### src/rtl/fir_mac_l_if.sv
// -----------------------------------------------------------------------------
// fir_mac_l_if
// Purpose : groups the sample stream, the coefficient ROM bus and the filtered
//           output of fir_mac_l into one bundle.
// Signals : sample_in/sample_valid/sample_ready - input sample handshake
//           rising_tone                          - coefficient-set request
//           coef_sel/coef_addr/coef_data         - coefficient ROM bus
//           dout/dout_valid                      - filtered output sample
//           overrun                              - dropped-sample pulse
// Modports: slave  - the FIR engine
//           master - the surrounding system (sample source, ROM, sink)
// -----------------------------------------------------------------------------
interface fir_mac_l_if #(
  parameter int DATA_W = 16,
  parameter int ADDR_W = 6
);
  logic [DATA_W-1:0] sample_in;
  logic              sample_valid;
  logic              sample_ready;
  logic              rising_tone;
  logic              coef_sel;
  logic [ADDR_W-1:0] coef_addr;
  logic [DATA_W-1:0] coef_data;
  logic [DATA_W-1:0] dout;
  logic              dout_valid;
  logic              overrun;

  modport slave (
    input  sample_in, sample_valid, rising_tone, coef_data,
    output sample_ready, coef_sel, coef_addr, dout, dout_valid, overrun
  );

  modport master (
    output sample_in, sample_valid, rising_tone, coef_data,
    input  sample_ready, coef_sel, coef_addr, dout, dout_valid, overrun
  );
endinterface

### src/rtl/fir_mac_l.sv
// -----------------------------------------------------------------------------
// fir_mac_l
// Purpose : time-multiplexed 64-tap FIR engine feeding the left-channel
//           coefficient ROM. Each accepted sample goes into a circular delay
//           line, then 64 serial multiply-accumulate cycles produce one
//           rounded Q15 output sample.
// Ports   : clk    - rising-edge clock
//           rst    - asynchronous active-high reset
//           io_bus - fir_mac_l_if.slave (sample handshake, ROM bus, output)
// Config  : FIR_SAT_EN - when defined, the rounded output saturates to
//           16'h7FFF / 16'h8000; otherwise it wraps.
// -----------------------------------------------------------------------------
module fir_mac_l #(
  parameter int DATA_W = 16,
  parameter int ADDR_W = 6,
  parameter int ACC_W  = 2*DATA_W + ADDR_W
) (
  input  logic       clk,
  input  logic       rst,
  fir_mac_l_if.slave io_bus
);
  localparam int TAPS   = 1 << ADDR_W;
  localparam int PROD_W = 2*DATA_W;
  // Half an output LSB (2^14 for Q15) used for round-half-up.
  localparam logic signed [ACC_W-1:0] RND_HALF = {{(ACC_W-1){1'b0}}, 1'b1} << (DATA_W-2);

  typedef enum logic [1:0] {
    ST_IDLE = 2'd0,
    ST_MAC  = 2'd1,
    ST_DONE = 2'd2
  } state_t;

  state_t                   r_state;
  state_t                   w_state_nxt;
  logic signed [DATA_W-1:0] r_buf [TAPS];
  logic [ADDR_W-1:0]        r_wr_ptr;
  logic [ADDR_W-1:0]        r_tap;
  logic signed [ACC_W-1:0]  r_acc;
  logic                     r_coef_sel;
  logic [DATA_W-1:0]        r_dout;
  logic                     r_dout_valid;
  logic                     r_overrun;

  logic                     w_busy;
  logic                     w_last_tap;
  logic [ADDR_W-1:0]        w_rd_idx;
  logic signed [PROD_W-1:0] w_prod;
  logic signed [ACC_W-1:0]  w_prod_ext;
  logic [DATA_W-1:0]        w_dout_nxt;

  assign w_busy     = (r_state != ST_IDLE);
  assign w_last_tap = (r_tap == {ADDR_W{1'b1}});
  // r_wr_ptr points at the newest sample; tap t reaches t samples back.
  assign w_rd_idx   = r_wr_ptr - r_tap;
  assign w_prod     = r_buf[w_rd_idx] * $signed(io_bus.coef_data);
  assign w_prod_ext = {{(ACC_W-PROD_W){w_prod[PROD_W-1]}}, w_prod};

`ifdef FIR_SAT_EN
  // Rounded accumulator shifted down by 15; the top bits tell whether the
  // result fits in DATA_W bits.
  logic signed [ACC_W-DATA_W:0] w_q;
  logic                         w_fits;
  assign w_q    = (ACC_W-DATA_W+1)'((r_acc + RND_HALF) >>> (DATA_W-1));
  assign w_fits = (&w_q[ACC_W-DATA_W:DATA_W-1]) | ~(|w_q[ACC_W-DATA_W:DATA_W-1]);

  // Output clamp: pass through when representable, else saturate by sign.
  always_comb begin
    w_dout_nxt = w_q[DATA_W-1:0];
    if (w_fits) begin
      w_dout_nxt = w_q[DATA_W-1:0];
    end else if (w_q[ACC_W-DATA_W]) begin
      w_dout_nxt = {1'b1, {(DATA_W-1){1'b0}}};
    end else begin
      w_dout_nxt = {1'b0, {(DATA_W-1){1'b1}}};
    end
  end
`else
  // Output rounding without clamp: bits [30:15] of acc + 2^14, wrapping.
  always_comb begin
    w_dout_nxt = DATA_W'((r_acc + RND_HALF) >>> (DATA_W-1));
  end
`endif

  // FSM state register.
  always_ff @(posedge clk or posedge rst) begin
    if (rst) begin
      r_state <= ST_IDLE;
    end else begin
      r_state <= w_state_nxt;
    end
  end

  // FSM next-state logic.
  always_comb begin
    w_state_nxt = r_state;
    case (r_state)
      ST_IDLE: begin
        if (io_bus.sample_valid) begin
          w_state_nxt = ST_MAC;
        end else begin
          w_state_nxt = ST_IDLE;
        end
      end
      ST_MAC: begin
        if (w_last_tap) begin
          w_state_nxt = ST_DONE;
        end else begin
          w_state_nxt = ST_MAC;
        end
      end
      ST_DONE: w_state_nxt = ST_IDLE;
      default: w_state_nxt = ST_IDLE;
    endcase
  end

  // Datapath: delay line, accumulator, tap counter and registered outputs.
  always_ff @(posedge clk or posedge rst) begin
    if (rst) begin
      for (int i = 0; i < TAPS; i++) begin
        r_buf[i] <= {DATA_W{1'b0}};
      end
      r_wr_ptr     <= {ADDR_W{1'b0}};
      r_tap        <= {ADDR_W{1'b0}};
      r_acc        <= {ACC_W{1'b0}};
      r_coef_sel   <= 1'b0;
      r_dout       <= {DATA_W{1'b0}};
      r_dout_valid <= 1'b0;
      r_overrun    <= 1'b0;
    end else begin
      r_dout_valid <= 1'b0;
      // Any sample offered while busy is dropped and flagged.
      r_overrun    <= w_busy & io_bus.sample_valid;
      case (r_state)
        ST_IDLE: begin
          if (io_bus.sample_valid) begin
            r_buf[r_wr_ptr] <= io_bus.sample_in;
            r_coef_sel      <= io_bus.rising_tone;
            r_acc           <= {ACC_W{1'b0}};
            r_tap           <= {ADDR_W{1'b0}};
          end
        end
        ST_MAC: begin
          r_acc <= r_acc + w_prod_ext;
          r_tap <= r_tap + {{(ADDR_W-1){1'b0}}, 1'b1};
          // The next sample lands in the following slot.
          if (w_last_tap) begin
            r_wr_ptr <= r_wr_ptr + {{(ADDR_W-1){1'b0}}, 1'b1};
          end
        end
        ST_DONE: begin
          r_dout       <= w_dout_nxt;
          r_dout_valid <= 1'b1;
        end
        default: begin
          r_dout_valid <= 1'b0;
        end
      endcase
    end
  end

  assign io_bus.sample_ready = (r_state == ST_IDLE);
  assign io_bus.coef_sel     = r_coef_sel;
  assign io_bus.coef_addr    = (r_state == ST_MAC) ? r_tap : {ADDR_W{1'b0}};
  assign io_bus.dout         = r_dout;
  assign io_bus.dout_valid   = r_dout_valid;
  assign io_bus.overrun      = r_overrun;
endmodule

### src/flat_wrapper.sv
// flat-port wrapper written by rule: the top's interface ports become plain ports
module fir_mac_l_flat 
#(
  parameter int DATA_W = 16,
  parameter int ADDR_W = 6,
  parameter int ACC_W  = 2*DATA_W + ADDR_W
)
  (clk, rst, io_bus_sample_in, io_bus_sample_valid, io_bus_rising_tone, io_bus_coef_data, io_bus_sample_ready, io_bus_coef_sel, io_bus_coef_addr, io_bus_dout, io_bus_dout_valid, io_bus_overrun);
  fir_mac_l_if #(.DATA_W(DATA_W), .ADDR_W(ADDR_W)) io_bus_i ();
  input  logic clk;
  input  logic rst;
  input wire logic [$bits(io_bus_i.sample_in)-1:0] io_bus_sample_in;
  input wire logic [$bits(io_bus_i.sample_valid)-1:0] io_bus_sample_valid;
  input wire logic [$bits(io_bus_i.rising_tone)-1:0] io_bus_rising_tone;
  input wire logic [$bits(io_bus_i.coef_data)-1:0] io_bus_coef_data;
  output wire logic [$bits(io_bus_i.sample_ready)-1:0] io_bus_sample_ready;
  output wire logic [$bits(io_bus_i.coef_sel)-1:0] io_bus_coef_sel;
  output wire logic [$bits(io_bus_i.coef_addr)-1:0] io_bus_coef_addr;
  output wire logic [$bits(io_bus_i.dout)-1:0] io_bus_dout;
  output wire logic [$bits(io_bus_i.dout_valid)-1:0] io_bus_dout_valid;
  output wire logic [$bits(io_bus_i.overrun)-1:0] io_bus_overrun;
  assign io_bus_i.sample_in = io_bus_sample_in;
  assign io_bus_i.sample_valid = io_bus_sample_valid;
  assign io_bus_i.rising_tone = io_bus_rising_tone;
  assign io_bus_i.coef_data = io_bus_coef_data;
  assign io_bus_sample_ready = io_bus_i.sample_ready;
  assign io_bus_coef_sel = io_bus_i.coef_sel;
  assign io_bus_coef_addr = io_bus_i.coef_addr;
  assign io_bus_dout = io_bus_i.dout;
  assign io_bus_dout_valid = io_bus_i.dout_valid;
  assign io_bus_overrun = io_bus_i.overrun;
  fir_mac_l #(.DATA_W(DATA_W), .ADDR_W(ADDR_W), .ACC_W(ACC_W)) u_core (.clk(clk), .rst(rst), .io_bus(io_bus_i));
endmodule
### config.mk
export PLATFORM = sky130hd
export DESIGN_NAME = fir_mac_l_flat
export DESIGN_NICKNAME = d
export VERILOG_FILES = /design/src/rtl/fir_mac_l_if.sv /design/src/rtl/fir_mac_l.sv /design/src/flat_wrapper.sv
export SDC_FILE = /design/constraint.sdc
export NUM_CORES = 2
export LEC_CHECK = 0
export BUFFER_PORTS_ARGS = -buffer_cell sky130_fd_sc_hd__buf_2
export CAP_MARGIN = 10
export CORE_MARGIN = 4
export CORE_UTILIZATION = 65
export CTS_BUF_LIST = sky130_fd_sc_hd__clkbuf_2 sky130_fd_sc_hd__clkbuf_4 sky130_fd_sc_hd__clkbuf_8
export DETAILED_ROUTE_END_ITERATION = 16
export PLACE_DENSITY = 0.92
export SYNTH_ARGS = -nofsm -noshare
export SYNTH_HDL_FRONTEND = slang
export SYNTH_SLANG_ARGS = --single-unit
### constraint.sdc
create_clock -name clk -period 53.1 [get_ports clk]
set_input_delay 7.965 -clock clk [delete_from_list [all_inputs] [get_ports clk]]
set_output_delay 7.965 -clock clk [all_outputs]
set_load 0.1 [all_outputs]
---- Word-level counts from Yosys, hierarchy flattened ----
Index checks and enable logic that the tools add are counted.
operators by class
  add/subtract/negate cells ............... 5
  multiply operators ...................... 1
  $lt $le $gt $ge ......................... 3
  equal/unequal tests ..................... 4
  multiplexer cells ....................... 15
  bitwise operators ....................... 3
  reduce and logical (&&, ||, !) cells .... 7
operator list
  kind                    number
  $bwmux 1024             1
  $bmux 16 s6             1
  $demux 16 s6            1
  $pmux 38 s2             1
  $mux 16                 3
  $add 38x32->38          1
  $mux 38                 1
  $mul 16x16->32          1
  $add 31x16->31 const B  1
  $ge 7x7->1 const B      2
  $not 6->7               2
  $add 6x1->6 const B     2
  $mux 6                  2
  $pmux 6 s2              1
  $lt 7x1->1 const B      1
  $eq 6x6->1 const B      1
  $reduce_and 2->1        3
  $sub 6x6->6             1
  $pmux 2 s2              1
  $reduce_bool 2->1       2
  $eq 2x1->1 const B      1
  $eq 2x2->1 const B      1
  $logic_not 2->1         1
  $mux 1                  2
  other kinds (4)         4
word-level totals
  flip-flop bits (word level) ............. 1,095
  input bits .............................. 36
  output and inout bits ................... 26
  logic and storage cells ................. 110

---- Depth between registers and ports, before layout ----
  depth after elaboration ................. 8
  mapped depth ............................ 37
  gate-level depth less buffers ........... 34

---- Least setup slack after synthesis ----
Ideal clock, no wire load.
  path kind ............................... input -> register
  start point ............................. input io_bus_coef_data[1]
  end point ............................... register u_core.r_acc[30]
  setup time .............................. 126 ps
  arrival ................................. 13,866 ps
  data required time ...................... 52,974 ps
  path slack .............................. 39,108 ps
  stages .................................. 21
  buffers on the path ..................... 1
  cells stage by stage .................... clkbuf_1 -> nand2_1 -> fa_1 -> inv_1 -> fa_1 -> fa_1 -> fa_1 -> fa_1 -> inv_1 -> fa_1 -> inv_1 -> ha_1 -> and3_1 -> a221oi_1 -> o21ai_0 -> a21o_1 -> a31o_2 -> a31oi_1 -> xnor2_1 -> xnor2_1 -> a311o_1
on the way
  cells in the longest elaborated chain, start to end .. 3
ends and longest elaborated chain
  what                  RTL line            text
  start, declared       flat_wrapper.sv:15  input wire logic [$bits(io_bus_i.coef_data)-1:0] io_bus_coef_data;
  $mul 16x16->32        fir_mac_l.sv:55     assign w_prod = r_buf[w_rd_idx] * $signed(io_bus.coef_data);
  $add 38x32->38        fir_mac_l.sv:143    r_acc <= r_acc + w_prod_ext;
  $pmux 38 s2           fir_mac_l.sv:133    case (r_state)
  end signal, assigned  fir_mac_l.sv:124    r_acc <= {ACC_W{1'b0}};
  end signal, assigned  fir_mac_l.sv:138    r_acc <= {ACC_W{1'b0}};
  end signal, assigned  fir_mac_l.sv:143
  end, declared         fir_mac_l.sv:38     logic signed [ACC_W-1:0] r_acc;
Every way passes these cells.
A chain may end at the register's enable or synchronous reset.

---- Worst setup path in the final report ----
Ends and elaborated chain as after synthesis.

==> metrics.cfg <==
[outcome]
status=completed

[logic_synthesis]
yosysWarnings=0
synth_top_area_share_pct=45.3
yosysSeqAreaShare_pct=45.3
yosys.area.top_type=dfrtp_1
synthTopCellsByCount=1,088 x dfrtp_1, 1,026 x mux2_2, 334 x inv_1, 317 x mux4_2, 286 x fa_1
synth.distinct_cells=65
synthTopCellsByArea=dfrtp_1 45%, mux2_2 19%, mux4_2 12%, fa_1 9.5%, ha_1 2.1%
synth_area_um2=60100
synthCells=4249
synthFlopType=dfrtp_1
synth_area_per_cell_um2=14.1
syn_nets=4674
synth_edf_count=0
synthArstFlopShare_pct=100
synth_seq_cells=1088
synth.most_common_cell=dfrtp_1

[clock_network]
clockBufferDepth=3
clk_pin_slew_ns=0.06
cts.repair.resized=0
cts_tree=yes
clkLatencyLatePin_ns=0.86
cts_setup_buffers=0
cts.sinks=1088
cts_buffers=171
postCtsHoldBufs=0
root_buffer=clkbuf_8
htreeDepth=4

[floorplanning]
initial_core_util_pct=65.6
ios=62
std_cell_rows=111
dieArea_um2=97400
die_h_um=312
dieWidth_um=312
coreArea_um2=91700

[timing]
tightest_slew_ns=1.31
setup_tns_ns=0
period_share_pct=26.0
period_minus_slack_ns=13.78
finClkSkew_ns=0.0352
max_slew_margin_pct=12.6
max_freq_mhz=72.6
rsz0062_at_grt=false
slew_violations=0
setup_viol=0
finalHoldViolCount=0

[detailed_routing]
viasPerCell=6.63
drt_iter0_markers=3437
avgRoutedWirePerCell_um=27.1
post-route-drc-count=0
vias=36647
ant_nets=0
drt-total-wl_mm=150
first_pass_iters=7

[global_routing]
gr-total-overflow=0
track_usage_pct=31.2
grt_pass1_wl_mm=234
grt_max_degree=191
antenna_found_initial=9
grt_pass1_vias=40930

[placement]
gp_congestion=0.913
place_hpwl_mm=90.1
io_buffer_count=61

[finish]
nets=4646
syn_to_final_growth_pct=7.40
drive_gt1_share_pct=41.5

[critical_path]
cp_max_fo=16
startpoint_type=input port
required_ns=53.82
critical_path_class=in -> reg
endpoint_kind=flop
arrival_ns=14.50

[flow_run]
drv_cap=0

[hold_path]
min_path_type=reg -> reg

-- worst max-delay path, stage by stage --
cell and delay [ns]:
buf_2 0.27, nand2_1 0.21, fa_1 0.64, inv_1 0.14, fa_1 0.85, fa_1 0.53
fa_1 0.50, fa_1 0.51, inv_1 0.05, fa_1 0.48, inv_1 0.04, ha_1 0.34
and3_1 0.19, a221oi_1 0.25, o21ai_0 0.19, a21o_1 0.19, a31o_2 0.24, a31oi_1 0.20
xnor2_1 0.22, xnor2_1 0.13, a311o_1 0.35
-- metal layers --
layer	vias to the layer above	global-route usage [%]	routed length, um
met2	1970	51.5	73500
met3	647	7.63	13000
met5	-	0	52
met4	8	17.4	8850
met1	19248	38.3	54100
li1	14774	-	-
-- layout make-up --
| class | count | area, um2 |
|---|---|---|
| clock buffer | 267 | 3280 |
| clock inverter | 20 | 185 |
| antenna | 5 | 12.5 |
| timing repair buffer | 122 | 833 |
| sequential | 1088 | 27200 |
| tap | 1186 | 1480 |
| fill | 5299 | 27100 |
| inverter | 335 | 1260 |
| multi-input combinational | 2503 | 30300 |
-- layout by cell type (no fill, tap or decap), types with 30 or more instances in the layout --
cell      count
a21oi_1      30
buf_2        61
and2_1      143
nor2_1       45
mux2_2     1026
fa_1        285
nand2_1     227
ha_1        102
clkbuf_8    204
buf_4        55
o21ai_0      60
xnor2_1      34
mux4_2      317
clkbuf_4     63
inv_1       333
dfrtp_1    1088
-- per-stage QoR --
| stage | util (%) | setup WS, ns | std cells | instance area, um2 | hold slack [ns] |
|---|---|---|---|---|---|
| 2_1_floorplan | - | 14.50 | 4249 | 60100 | 0.455 |
| 3_3_place_gp | 66.5 | 38.64 | 5230 | 61000 | 0.454 |
| 3_5_place_dp | 66.5 | 38.48 | 5230 | 61000 | 0.468 |
| 4_1_cts | 70.3 | 39.40 | 5517 | 64400 | 0.481 |
| 5_1_grt | 70.4 | 39.09 | 5522 | 64500 | 0.505 |
| 6_report | 70.4 | 39.32 | 5526 | 64500 | 0.478 |
-- path summary, 6_finish.rpt --
kind	from	end	slack [ns]	cells after the start
setup / recovery	io_bus_coef_data[1]	u_core.r_acc[30]$_DFFE_PP0P_	39.32	21
hold / removal	u_core.io_bus.dout[3]$_DFFE_PP0P_	u_core.io_bus.dout[3]$_DFFE_PP0P_	0.48	2
setup reg to reg	u_core.r_wr_ptr[1]$_DFFE_PP0P_	u_core.r_acc[30]$_DFFE_PP0P_	40.84	30
hold reg to reg	u_core.io_bus.dout[3]$_DFFE_PP0P_	u_core.io_bus.dout[3]$_DFFE_PP0P_	0.48	2
max in group asynchronous	rst	u_core.r_buf[590]$_DFFE_PP0P_	42.61	5
min in group asynchronous	rst	u_core.r_buf[67]$_DFFE_PP0P_	7.26	2
-- registers in the layout (all words and copies together) (netlist names) --
signal,cells
u_core.r_tap,6
u_core.r_buf,1024
u_core.r_acc,31
u_core.r_wr_ptr,6
u_core.io_bus.dout_valid,1
u_core.r_state,2
u_core.io_bus.dout,16
u_core.io_bus.overrun,1
u_core.io_bus.coef_sel,1
-- cells by family (layout without fill, tap and decap cells) --
| logic type | Yosys count | in the layout | synth area share, % |
|---|---|---|---|
| AOI/OAI and AO/OA | 167 | 167 | 1.80 |
| other | 0 | 5 | 0 |
| buffers and inverters | 658 | 744 | 4.47 |
| and+or+nand+nor | 517 | 517 | 4.27 |
| muxes | 1365 | 1365 | 31.5 |
| adders and majority gates | 389 | 389 | 11.7 |
| xor gates and xnor gates | 65 | 65 | 0.991 |
| DFF | 1088 | 1088 | 45.3 |
Power is not shown: default switching activity piles up to over one toggle a cycle in this logic, so the estimate is an artifact.
